--- src/rtl/ram_burst_ctrl_pkg.sv ---
// Shared types for the RAM burst controller: FSM states, read-buffer depth,
// and the read-credit helper used by the issue logic.
package ram_burst_ctrl_pkg;

  typedef enum logic [1:0] {
    ST_IDLE  = 2'd0,
    ST_WRITE = 2'd1,
    ST_READ  = 2'd2,
    ST_FIN   = 2'd3
  } state_t;

  localparam int unsigned SKID_DEPTH = 2;

  // Words that will still be held after this cycle: buffered + arriving - leaving.
  function automatic logic [2:0] rd_credit_used(input logic [1:0] occ,
                                                input logic       inflight,
                                                input logic       pop);
    return {1'b0, occ} + {2'b0, inflight} - {2'b0, pop};
  endfunction

endpackage

--- src/rtl/ram_burst_ctrl_if.sv ---
// Command, write-stream and read-stream bundle between a DMA engine (master)
// and the burst controller (slave).
interface ram_burst_ctrl_if #(
  parameter int DATA_WIDTH = 8,
  parameter int ADDR_WIDTH = 4,
  parameter int LEN_WIDTH  = ADDR_WIDTH + 1
);
  logic                  cmd_valid;
  logic                  cmd_ready;
  logic                  cmd_write;
  logic [ADDR_WIDTH-1:0] cmd_addr;
  logic [LEN_WIDTH-1:0]  cmd_len;
  logic [DATA_WIDTH-1:0] wr_data;
  logic                  wr_valid;
  logic                  wr_ready;
  logic [DATA_WIDTH-1:0] rd_data;
  logic                  rd_valid;
  logic                  rd_ready;
  logic                  busy;
  logic                  done;

  modport master (
    output cmd_valid, cmd_write, cmd_addr, cmd_len, wr_data, wr_valid, rd_ready,
    input  cmd_ready, wr_ready, rd_data, rd_valid, busy, done
  );

  modport slave (
    input  cmd_valid, cmd_write, cmd_addr, cmd_len, wr_data, wr_valid, rd_ready,
    output cmd_ready, wr_ready, rd_data, rd_valid, busy, done
  );
endinterface

--- src/rtl/ram_rd_skid.sv ---
// Two-entry read buffer fed by RAM read data; an arriving word flows straight
// to the output when the buffer is empty, otherwise it waits in order for pop.
module ram_rd_skid
  import ram_burst_ctrl_pkg::*;
#(
  parameter int DATA_WIDTH = 8
) (
  input  logic                  clk,
  input  logic                  rst,
  input  logic                  push_vld,
  input  logic [DATA_WIDTH-1:0] push_dat,
  input  logic                  pop_rdy,
  output logic                  out_vld,
  output logic [DATA_WIDTH-1:0] out_dat,
  output logic [1:0]            occ
);

  logic [DATA_WIDTH-1:0] mem [SKID_DEPTH];
  logic                  wr_ptr;
  logic                  rd_ptr;
  logic [1:0]            cnt;
  logic                  bypass;
  logic                  fire;
  logic                  store;
  logic                  drain;

  assign bypass  = (cnt == 2'd0) && push_vld;
  assign out_vld = (cnt != 2'd0) || push_vld;
  assign out_dat = bypass ? push_dat : mem[rd_ptr];
  assign fire    = out_vld && pop_rdy;
  // An arriving word consumed on the same cycle never occupies an entry.
  assign store   = push_vld && !(bypass && fire);
  assign drain   = fire && !bypass;
  assign occ     = cnt;

  always_ff @(posedge clk) begin
    if (rst) begin
      for (int unsigned i = 0; i < SKID_DEPTH; i++) mem[i] <= '0;
      wr_ptr <= 1'b0;
      rd_ptr <= 1'b0;
      cnt    <= 2'd0;
    end else begin
      if (store) begin
        mem[wr_ptr] <= push_dat;
        wr_ptr      <= ~wr_ptr;
      end
      if (drain) rd_ptr <= ~rd_ptr;
      cnt <= cnt + {1'b0, store} - {1'b0, drain};
    end
  end

endmodule

--- src/rtl/ram_burst_ctrl.sv ---
// Sequences write/read burst commands onto a 1-cycle-latency single-port RAM.
// Writes: 1 beat/cycle gated by wr_valid; reads: first word accept+2, credit-limited to 2 outstanding.
module ram_burst_ctrl
  import ram_burst_ctrl_pkg::*;
#(
  parameter int DATA_WIDTH = 8,
  parameter int ADDR_WIDTH = 4,
  parameter int LEN_WIDTH  = ADDR_WIDTH + 1
) (
  input  logic                  clk,
  input  logic                  rst,
  ram_burst_ctrl_if.slave       bus,
  output logic                  ram_en,
  output logic                  ram_we,
  output logic [ADDR_WIDTH-1:0] ram_addr,
  output logic [DATA_WIDTH-1:0] ram_din,
  input  logic [DATA_WIDTH-1:0] ram_dout
);

  state_t                state_q;
  state_t                state_nxt;
  logic [ADDR_WIDTH-1:0] addr_q;
  logic [LEN_WIDTH-1:0]  rem_q;
  logic                  inflight_q;
  logic                  accept;
  logic                  wr_hs;
  logic                  issue;
  logic                  rd_pop_rdy;
  logic                  rd_pop;
  logic [2:0]            credit;
  logic                  skid_vld;
  logic [DATA_WIDTH-1:0] skid_dat;
  logic [1:0]            skid_occ;

  assign accept     = bus.cmd_valid && (state_q == ST_IDLE);
  assign wr_hs      = (state_q == ST_WRITE) && bus.wr_valid;
  assign rd_pop_rdy = (state_q == ST_READ) && bus.rd_ready;
  assign rd_pop     = skid_vld && rd_pop_rdy;
  assign credit     = rd_credit_used(skid_occ, inflight_q, rd_pop);
  assign issue      = (state_q == ST_READ) && (rem_q != '0) && (credit < 3'(SKID_DEPTH));

  ram_rd_skid #(.DATA_WIDTH(DATA_WIDTH)) u_rd_skid (
    .clk      (clk),
    .rst      (rst),
    .push_vld (inflight_q),
    .push_dat (ram_dout),
    .pop_rdy  (rd_pop_rdy),
    .out_vld  (skid_vld),
    .out_dat  (skid_dat),
    .occ      (skid_occ)
  );

  always_ff @(posedge clk) begin
    if (rst) state_q <= ST_IDLE;
    else     state_q <= state_nxt;
  end

  always_comb begin
    state_nxt    = state_q;
    ram_en       = 1'b0;
    ram_we       = 1'b0;
    ram_addr     = addr_q;
    ram_din      = bus.wr_data;
    bus.cmd_ready = (state_q == ST_IDLE);
    bus.wr_ready  = (state_q == ST_WRITE);
    bus.rd_valid  = skid_vld && (state_q == ST_READ);
    bus.rd_data   = skid_dat;
    bus.busy      = (state_q != ST_IDLE);
    bus.done      = (state_q == ST_FIN);
    case (state_q)
      ST_IDLE: begin
        if (accept) begin
          if (bus.cmd_len == '0)  state_nxt = ST_FIN;
          else if (bus.cmd_write) state_nxt = ST_WRITE;
          else                    state_nxt = ST_READ;
        end
      end
      ST_WRITE: begin
        ram_en = wr_hs && !rst;
        ram_we = wr_hs && !rst;
        if (wr_hs && rem_q == LEN_WIDTH'(1)) state_nxt = ST_FIN;
      end
      ST_READ: begin
        ram_en = issue && !rst;
        // Finish once the final word has left and nothing is buffered or in flight.
        if (rd_pop && rem_q == '0 && credit == 3'd0) state_nxt = ST_FIN;
      end
      ST_FIN:  state_nxt = ST_IDLE;
      default: state_nxt = ST_IDLE;
    endcase
  end

  always_ff @(posedge clk) begin
    if (rst) begin
      addr_q     <= '0;
      rem_q      <= '0;
      inflight_q <= 1'b0;
    end else begin
      inflight_q <= issue;
      if (accept) begin
        addr_q <= bus.cmd_addr;
        rem_q  <= bus.cmd_len;
      end else if (wr_hs || issue) begin
        addr_q <= addr_q + ADDR_WIDTH'(1);
        rem_q  <= rem_q - LEN_WIDTH'(1);
      end
    end
  end

endmodule

--- src/flat_wrapper.sv ---
// flat-port wrapper written by rule: the top's interface ports become plain ports
module ram_burst_ctrl_flat import ram_burst_ctrl_pkg::*;
#(
  parameter int DATA_WIDTH = 8,
  parameter int ADDR_WIDTH = 4,
  parameter int LEN_WIDTH  = ADDR_WIDTH + 1
)
  (clk, rst, ram_en, ram_we, ram_addr, ram_din, ram_dout, bus_cmd_valid, bus_cmd_write, bus_cmd_addr, bus_cmd_len, bus_wr_data, bus_wr_valid, bus_rd_ready, bus_cmd_ready, bus_wr_ready, bus_rd_data, bus_rd_valid, bus_busy, bus_done);
  ram_burst_ctrl_if #(.DATA_WIDTH(DATA_WIDTH), .ADDR_WIDTH(ADDR_WIDTH), .LEN_WIDTH(LEN_WIDTH)) bus_i ();
  input  logic clk;
  input  logic rst;
  output logic ram_en;
  output logic ram_we;
  output logic [ADDR_WIDTH-1:0] ram_addr;
  output logic [DATA_WIDTH-1:0] ram_din;
  input  logic [DATA_WIDTH-1:0] ram_dout;
  input wire logic [$bits(bus_i.cmd_valid)-1:0] bus_cmd_valid;
  input wire logic [$bits(bus_i.cmd_write)-1:0] bus_cmd_write;
  input wire logic [$bits(bus_i.cmd_addr)-1:0] bus_cmd_addr;
  input wire logic [$bits(bus_i.cmd_len)-1:0] bus_cmd_len;
  input wire logic [$bits(bus_i.wr_data)-1:0] bus_wr_data;
  input wire logic [$bits(bus_i.wr_valid)-1:0] bus_wr_valid;
  input wire logic [$bits(bus_i.rd_ready)-1:0] bus_rd_ready;
  output wire logic [$bits(bus_i.cmd_ready)-1:0] bus_cmd_ready;
  output wire logic [$bits(bus_i.wr_ready)-1:0] bus_wr_ready;
  output wire logic [$bits(bus_i.rd_data)-1:0] bus_rd_data;
  output wire logic [$bits(bus_i.rd_valid)-1:0] bus_rd_valid;
  output wire logic [$bits(bus_i.busy)-1:0] bus_busy;
  output wire logic [$bits(bus_i.done)-1:0] bus_done;
  assign bus_i.cmd_valid = bus_cmd_valid;
  assign bus_i.cmd_write = bus_cmd_write;
  assign bus_i.cmd_addr = bus_cmd_addr;
  assign bus_i.cmd_len = bus_cmd_len;
  assign bus_i.wr_data = bus_wr_data;
  assign bus_i.wr_valid = bus_wr_valid;
  assign bus_i.rd_ready = bus_rd_ready;
  assign bus_cmd_ready = bus_i.cmd_ready;
  assign bus_wr_ready = bus_i.wr_ready;
  assign bus_rd_data = bus_i.rd_data;
  assign bus_rd_valid = bus_i.rd_valid;
  assign bus_busy = bus_i.busy;
  assign bus_done = bus_i.done;
  ram_burst_ctrl #(.DATA_WIDTH(DATA_WIDTH), .ADDR_WIDTH(ADDR_WIDTH), .LEN_WIDTH(LEN_WIDTH)) u_core (.clk(clk), .rst(rst), .bus(bus_i), .ram_en(ram_en), .ram_we(ram_we), .ram_addr(ram_addr), .ram_din(ram_din), .ram_dout(ram_dout));
endmodule
--- config.mk ---
export PLATFORM = sky130hd
export DESIGN_NAME = ram_burst_ctrl_flat
export DESIGN_NICKNAME = d
export VERILOG_FILES = /design/src/rtl/ram_burst_ctrl_pkg.sv /design/src/rtl/ram_burst_ctrl_if.sv /design/src/rtl/ram_rd_skid.sv /design/src/rtl/ram_burst_ctrl.sv /design/src/flat_wrapper.sv
export SDC_FILE = /design/constraint.sdc
export NUM_CORES = 1
export LEC_CHECK = 0
export ABC_AREA = 1
export ABC_CLOCK_PERIOD_IN_PS = 2500
export BUFFER_PORTS_ARGS = -buffer_cell sky130_fd_sc_hd__buf_2
export CAP_MARGIN = 30
export CELL_PAD_IN_SITES_DETAIL_PLACEMENT = 1
export CELL_PAD_IN_SITES_GLOBAL_PLACEMENT = 2
export CORE_MARGIN = 1
export CORE_UTILIZATION = 26
export DETAILED_ROUTE_END_ITERATION = 10
export PLACE_DENSITY_LB_ADDON = 0.1
export SYNTH_ARGS = -nofsm -noshare
export SYNTH_HDL_FRONTEND = slang
export SYNTH_SLANG_ARGS = --single-unit
--- constraint.sdc ---
create_clock -name clk -period 2.5 [get_ports clk]
set_input_delay 0.125 -clock clk [delete_from_list [all_inputs] [get_ports clk]]
set_output_delay 0.125 -clock clk [all_outputs]
set_load 0.01 [all_outputs]
# Word-level counts from Yosys, hierarchy flattened
# Memories as Yosys holds them, arrays and structs flattened. A register that Yosys moved wholly into a read port is not among the register bits.
# Cells that the tools add are included.
dict set report classes {
  addsub 6
  n_lt_le_gt_ge 1
  n_eq_ne 7
  n_mux 23
  n_bitwise 2
  reduce_logical 32
}
# operator n
set op_table {}
lappend op_table {{logical AND 1 bit} 16}
lappend op_table {{two-way mux 8 bit} 2}
lappend op_table {{zero test 5 bit} 2}
lappend op_table {{two-way mux 1 bit} 10}
lappend op_table {{two-way mux 2 bit} 5}
lappend op_table {{two-way mux 5 bit} 2}
lappend op_table {{two-way mux 4 bit} 2}
lappend op_table {{case mux 2 bit (4 select lines)} 1}
lappend op_table {{OR reduction 8 bit} 1}
lappend op_table {{nonzero test 2 bit} 3}
lappend op_table {{equality test 5 x 1 -> 1 bit (second input constant)} 1}
lappend op_table {{nonzero test 5 bit} 1}
lappend op_table {{subtractor 5 x 1 -> 5 bit (second input constant)} 1}
lappend op_table {{adder 4 x 1 -> 4 bit (second input constant)} 1}
lappend op_table {{equality test 2 bit (second input constant)} 2}
lappend op_table {{zero test 2 bit} 2}
lappend op_table {{!= test 2 x 1 -> 1 bit (second input constant)} 2}
lappend op_table {{adder 2 x 1 -> 3 bit} 1}
lappend op_table {{zero test 1 bit} 3}
lappend op_table {{zero test 3 bit} 1}
lappend op_table {{< comparator 3 x 2 -> 1 bit (second input constant)} 1}
lappend op_table {{AND reduction 3 bit} 1}
lappend op_table {{subtractor 3 x 1 -> 3 bit} 1}
lappend op_table {{adder 2 x 1 -> 2 bit} 1}
lappend op_table {{other kinds (6)} 8}
dict set report word_totals {
  reg_bits 16
  ramBits 16
  in_bits 31
  output_inout_bits 27
  word_cells 79
  n_memories 1
}
# name depth width rd rd_ports_with_merged_regs write_ports line
set memory_table {}
lappend memory_table {u_core.u_rd_skid.mem 2 8 1 1 2 ram_rd_skid.sv:18} ;# logic [DATA_WIDTH-1:0] mem [SKID_DEPTH];

# Logic depth before layout (Yosys ltp)
dict set report depth {
  depth_word 11
  mapped_depth 18
  depth_no_buf 17
}

# Cells and area by module
# Synthesis repeated with hierarchy kept, for this count alone.
dict set report hier_totals {
  hier_cells 288
  area_unflattened_um2 2162.1
}
# module instances cells_per_inst area_each_um2 seq_area_each_um2
set by_module_without_submodules {}
lappend by_module_without_submodules {ram_rd_skid 1 122 1087.3 580.6}
lappend by_module_without_submodules {ram_burst_ctrl 1 166 1074.8 240.2}

# Worst setup path after synthesis
# No wires, ideal clock.
dict set report synth_path {
  path_type {flip-flop to flip-flop}
  start {reg u_core.state_q[0]}
  end {reg u_core.addr_q[1], in the netlist u_core.ram_addr[1]}
  setup_time_ns 0.113
  arrival_time_ns 2.518
  required_time_ns 2.387
  path_slack_ns -0.131
  path_stages_with_launch 17
  path_buffers 1
  synth_period_minus_slack_ns 2.631
  path_cell_list {dfxtp_1 > inv_1 > ha_1 > nand2_1 > nor3_1 > o21bai_1 > ha_1 > inv_1 > fa_1 > nand2_2 > nor2_4 > nand3_4 > nand3_4 > buf_6 > nand2_1 > nand2_1 > nor2_1}
}
dict set report synth_via {
  elab_chain_len 8
  word_cells_on_any_way 14
  classes_between {1 x add/sub; 1 x order compare; 2 x eq/ne; 1 x mux; 9 x reduce/logical}
}
# element line
set synth_lines {}
lappend synth_lines {{from (decl)} ram_burst_ctrl.sv:20} ;# state_t state_q;
lappend synth_lines {{from (signal assigned)} ram_burst_ctrl.sv:55} ;# else state_q <= state_nxt;
lappend synth_lines {{equality test 2 bit} {ram_burst_ctrl.sv:37, ram_burst_ctrl.sv:40}}
lappend synth_lines {{logical AND 1 bit} ram_burst_ctrl.sv:37} ;# assign rd_pop_rdy = (state_q == ST_READ) && bus.rd_ready;
lappend synth_lines {{logical AND 1 bit} ram_burst_ctrl.sv:38} ;# assign rd_pop = skid_vld && rd_pop_rdy;
lappend synth_lines {{subtractor 3 x 1 -> 3 bit} ram_burst_ctrl_pkg.sv:18} ;# return {1'b0, occ} + {2'b0, inflight} - {2'b0, pop};
lappend synth_lines {{< comparator 3 x 2 -> 1 bit} ram_burst_ctrl.sv:40} ;# assign issue = (state_q == ST_READ) && (rem_q != '0) && (credit < 3'(SKID_DEPTH));
lappend synth_lines {{logical AND 1 bit} ram_burst_ctrl.sv:40}
lappend synth_lines {{logical OR 1 bit} ram_burst_ctrl.sv:103} ;# end else if (wr_hs || issue) begin
lappend synth_lines {{nonzero test 2 bit (no source line)} n/a}
lappend synth_lines {{to (signal assigned)} ram_burst_ctrl.sv:101} ;# addr_q <= bus.cmd_addr;
lappend synth_lines {{to (signal assigned)} ram_burst_ctrl.sv:104} ;# addr_q <= addr_q + ADDR_WIDTH'(1);
lappend synth_lines {{to (decl)} ram_burst_ctrl.sv:22} ;# logic [ADDR_WIDTH-1:0] addr_q;
# Parallel ways exist; a longest one is shown, timed or not.
# A chain may end at the register's enable or synchronous reset.

# Final worst setup path
dict set report layout_path {
  start {reg u_core.state_q[0]}
  end {out ram_en}
}
dict set report layout_via {
  elab_chain_len 8
  word_cells_on_any_way 12
  classes_between {1 x add/sub; 1 x order compare; 2 x eq/ne; 1 x mux; 7 x reduce/logical}
}
# element line
set layout_lines {}
lappend layout_lines {{equality test 2 bit} {ram_burst_ctrl.sv:37, ram_burst_ctrl.sv:40, ram_burst_ctrl.sv:70}}
lappend layout_lines {{logical AND 1 bit} ram_burst_ctrl.sv:37}
lappend layout_lines {{logical AND 1 bit} ram_burst_ctrl.sv:38}
lappend layout_lines {{subtractor 3 x 1 -> 3 bit} ram_burst_ctrl_pkg.sv:18}
lappend layout_lines {{< comparator 3 x 2 -> 1 bit} ram_burst_ctrl.sv:40}
lappend layout_lines {{logical AND 1 bit} ram_burst_ctrl.sv:40}
lappend layout_lines {{logical AND 1 bit} ram_burst_ctrl.sv:84} ;# ram_en = issue && !rst;
lappend layout_lines {{case mux 1 bit (2 select lines) (*)} ram_burst_ctrl.sv:70} ;# case (state_q)
lappend layout_lines {{to (decl)} flat_wrapper.sv:12} ;# output logic ram_en;
# Every way passes the cells marked *; elsewhere a longest branch is shown, timed or not.

==> reports/results.ini <==
[synthesis]
yosys-top-cells-area = edfxtp_1 23%, dfxtp_1 16%, nand2_1 11%, nor2_1 9.0%, inv_1 8.4%
synth_nets = 328
avgSynthCellArea_sq_um = 7.31
synthFlopType = dfxtp_1
syn_inst = 286
synth.top_cell.area_share = 0.230
synth_top_area_cell = edfxtp_1
ys_types = 30
syn_area_sq_mm = 0.00209
ys_warn_count = 0
synth-seq-cells = 33
synth-edff-count = 16
ys_seq_area_frac = 0.392
synthArstFlopShare = 0

[setup_path]
start_kind = flip-flop
critPathMaxFanout = 4
worst_ep_required_time_ns = 2.38
cp_top_family = adder cells
cp_slowest_cell = fa_2
path_cells = inv_2 -> ha_4 -> nand2_4 -> nor3_4 -> o21bai_1 -> ha_2 -> inv_2 -> fa_2 -> nand3_2 -> nor2_2 -> nor2_2 -> nor3_1 -> buf_2
worst_path_largest_cell_delay_ns = 0.54
crit_path_end_kind = output pin
path_buf_inv = 3
crit_type = flip-flop to output pin
cp_data_arrival_time_ns = 2.53

[drt]
drtAntennaViolNets = 0
routedWlPerCell_um = 11.9
vias = 1856
wl_um = 5220
drt_iter0_drc = 28
viasPerCell = 4.22
first_pass_iters = 4
drcViolationCount = 0

[clock_tree]
cts_buffers = 5
cts_sinks = 33
tritoncts = yes
cts_max_level = 2
clockRootBuffer = clkbuf_8
clk_pin_slew_ns = 0.07
clk_latency_ns = 0.28
cts_buffer_depth = 2

[cells_and_area]
nets = 379
drive_gt1_frac = 0.311
area_growth_pct = 27.1
utilization = 0.342
layout_commonest_cell = nand2_1
antenna_cells = 0
final_cell_mix = 53 x nand2_1, 47 x nor2_1, 44 x inv_1
fillers = 1006
stdcell_area_sq_mm = 0.00266

[global_routing]
grtUsageTotal = 0.130
grt_max_degree = 17
grt_pass1_vias = 1827
grt_pass1_wl_um = 8630
antenna_found_initial = 0
gr-total-overflow = 0

[timing]
max_freq_ghz = 0.377
slew_violations = 0
worst_slack_ns = -0.152
hold_viol = 0
tightest_slew_ns = 0.516
finalWorstPathRequiredPeriod_ns = 2.65
slew_headroom = 0.656
setup_violations = 10
fin_crit_sh = 1.06
skew_ns = 0.00387
rsz0062_at_grt = true

[floorplan]
ios = 58
core-area_sq_mm = 0.00777
rows = 32
dieArea_sq_mm = 0.00841
die_h_um = 91.7
start_util = 0.269
die_width_um = 91.7

[job]
maxCapViolations = 0

[power_and_ir_drop]
pwr_density_cell_mw_per_mm2 = 1040
leakage_nw = 1.35
p_total_mw = 2.76
vdd_drop_max_uv = 377

[placement]
placed_area_sq_mm = 0.00241
dp_hpwl_um = 3920
port_buffers = 41
gp_congestion = 0.713

[worst_hold_path]
hp-class = primary input to flip-flop

[outcome]
violations = setup timing
status = finished with violations

==> what timing repair did <==
item                       4_1_cts  5_1_grt
resized for setup                6       18
setup buffers                    3        5
cloned                           0        1
pin swaps                        3       10
hold endpoints to repair         0        0
hold buffers                     0        0
setup endpoints to repair        8       12
==> kinds of logic after synthesis <==
kind of cell / Yosys count / share of synthesized area
simple gates: 139 / 0.291
buf+inv: 66 / 0.139
compound gates: 36 / 0.103
flops: 33 / 0.392
fa+ha+maj: 11 / 0.0694
xor+xnor: 1 / 0.00419
==> flip-flops by register name, indices dropped and copies added, names as in the netlist, named ones only <==
register and count:
u_core.u_rd_skid.mem 16, u_core.rem_q 5, u_core.ram_addr 4, u_core.state_q 2, u_core.u_rd_skid.occ 2, u_core.inflight_q 1, u_core.u_rd_skid.rd_ptr 1, u_core.u_rd_skid.wr_ptr 1
==> layout make-up <==
cell class,instances,area (sq um),share of cell area
inverters,50,188,0.0706
repair buffers,59,344,0.129
clock buffers,6,72.6,0.0273
flip-flops and latches,33,823,0.310
clock inverters,2,33.8,0.0127
multi-input cells,188,1070,0.402
well taps,102,128,0.0480
==> path summary, 6_finish.rpt <==
path,from,to,slack (ns),depth (start not counted)
max,u_core.state_q[0],ram_en,-0.15,13
max reg2reg,u_core.state_q[0],u_core.rem_q[0],-0.10,17
min,rst,u_core.ram_addr[0],0.13,2
min reg2reg,u_core.u_rd_skid.rd_ptr,u_core.u_rd_skid.rd_ptr,0.46,1
==> Yosys cell counts (all sizes together) (2+ instances only) <==
library cell and count:
dfxtp 17, edfxtp 16, ha 10, nand4 3, buf 14, o211ai 8, or2 2, nand3 14
nor2 52, o21ai 19, nor3 2, nand2 66, clkbuf 2, inv 50, a21oi 7
==> routing by layer <==
metal / vias up / global-route usage / share of wire
li1: 990 / - / -
met5: - / 0 / 0
met2: 37 / 0.223 / 0.46
met1: 827 / 0.165 / 0.50
met4: 0 / 0.0352 / 0.0056
met3: 2 / 0.0274 / 0.036
==> stage by stage <==
stage	setup slack [ns]	hold slack, ns	cells	setup TNS (ns)
2_1_floorplan	0.00625	0.342	286	0
3_3_place_gp	0.0776	0.250	423	0
3_5_place_dp	-0.0209	0.250	423	-0.0500
4_1_cts	-0.143	0.125	434	-0.143
5_1_grt	-0.257	0.129	440	-2.15
6_report	-0.152	0.131	440	-0.769
==> worst reg2reg max path: cells and delay by family, from the launching register on <==
family	cells	cell delay, ns
buffers and inverters	5	0.35
AO/OA/AOI/OAI	1	0.14
adder cells (fa/ha/maj)	3	0.87
flip-flops	1	0.32
AND/OR/NAND/NOR	8	0.80
==> power breakdown <==
part / internal (mW) / total [mW] / switching (mW)
registers: 0.692 / 0.793 / 0.102
clock network: 0.294 / 0.494 / 0.199
logic: 0.582 / 1.47 / 0.887
total: 1.57 / 2.76 / 1.19
(Power assumes the default switching activity.)
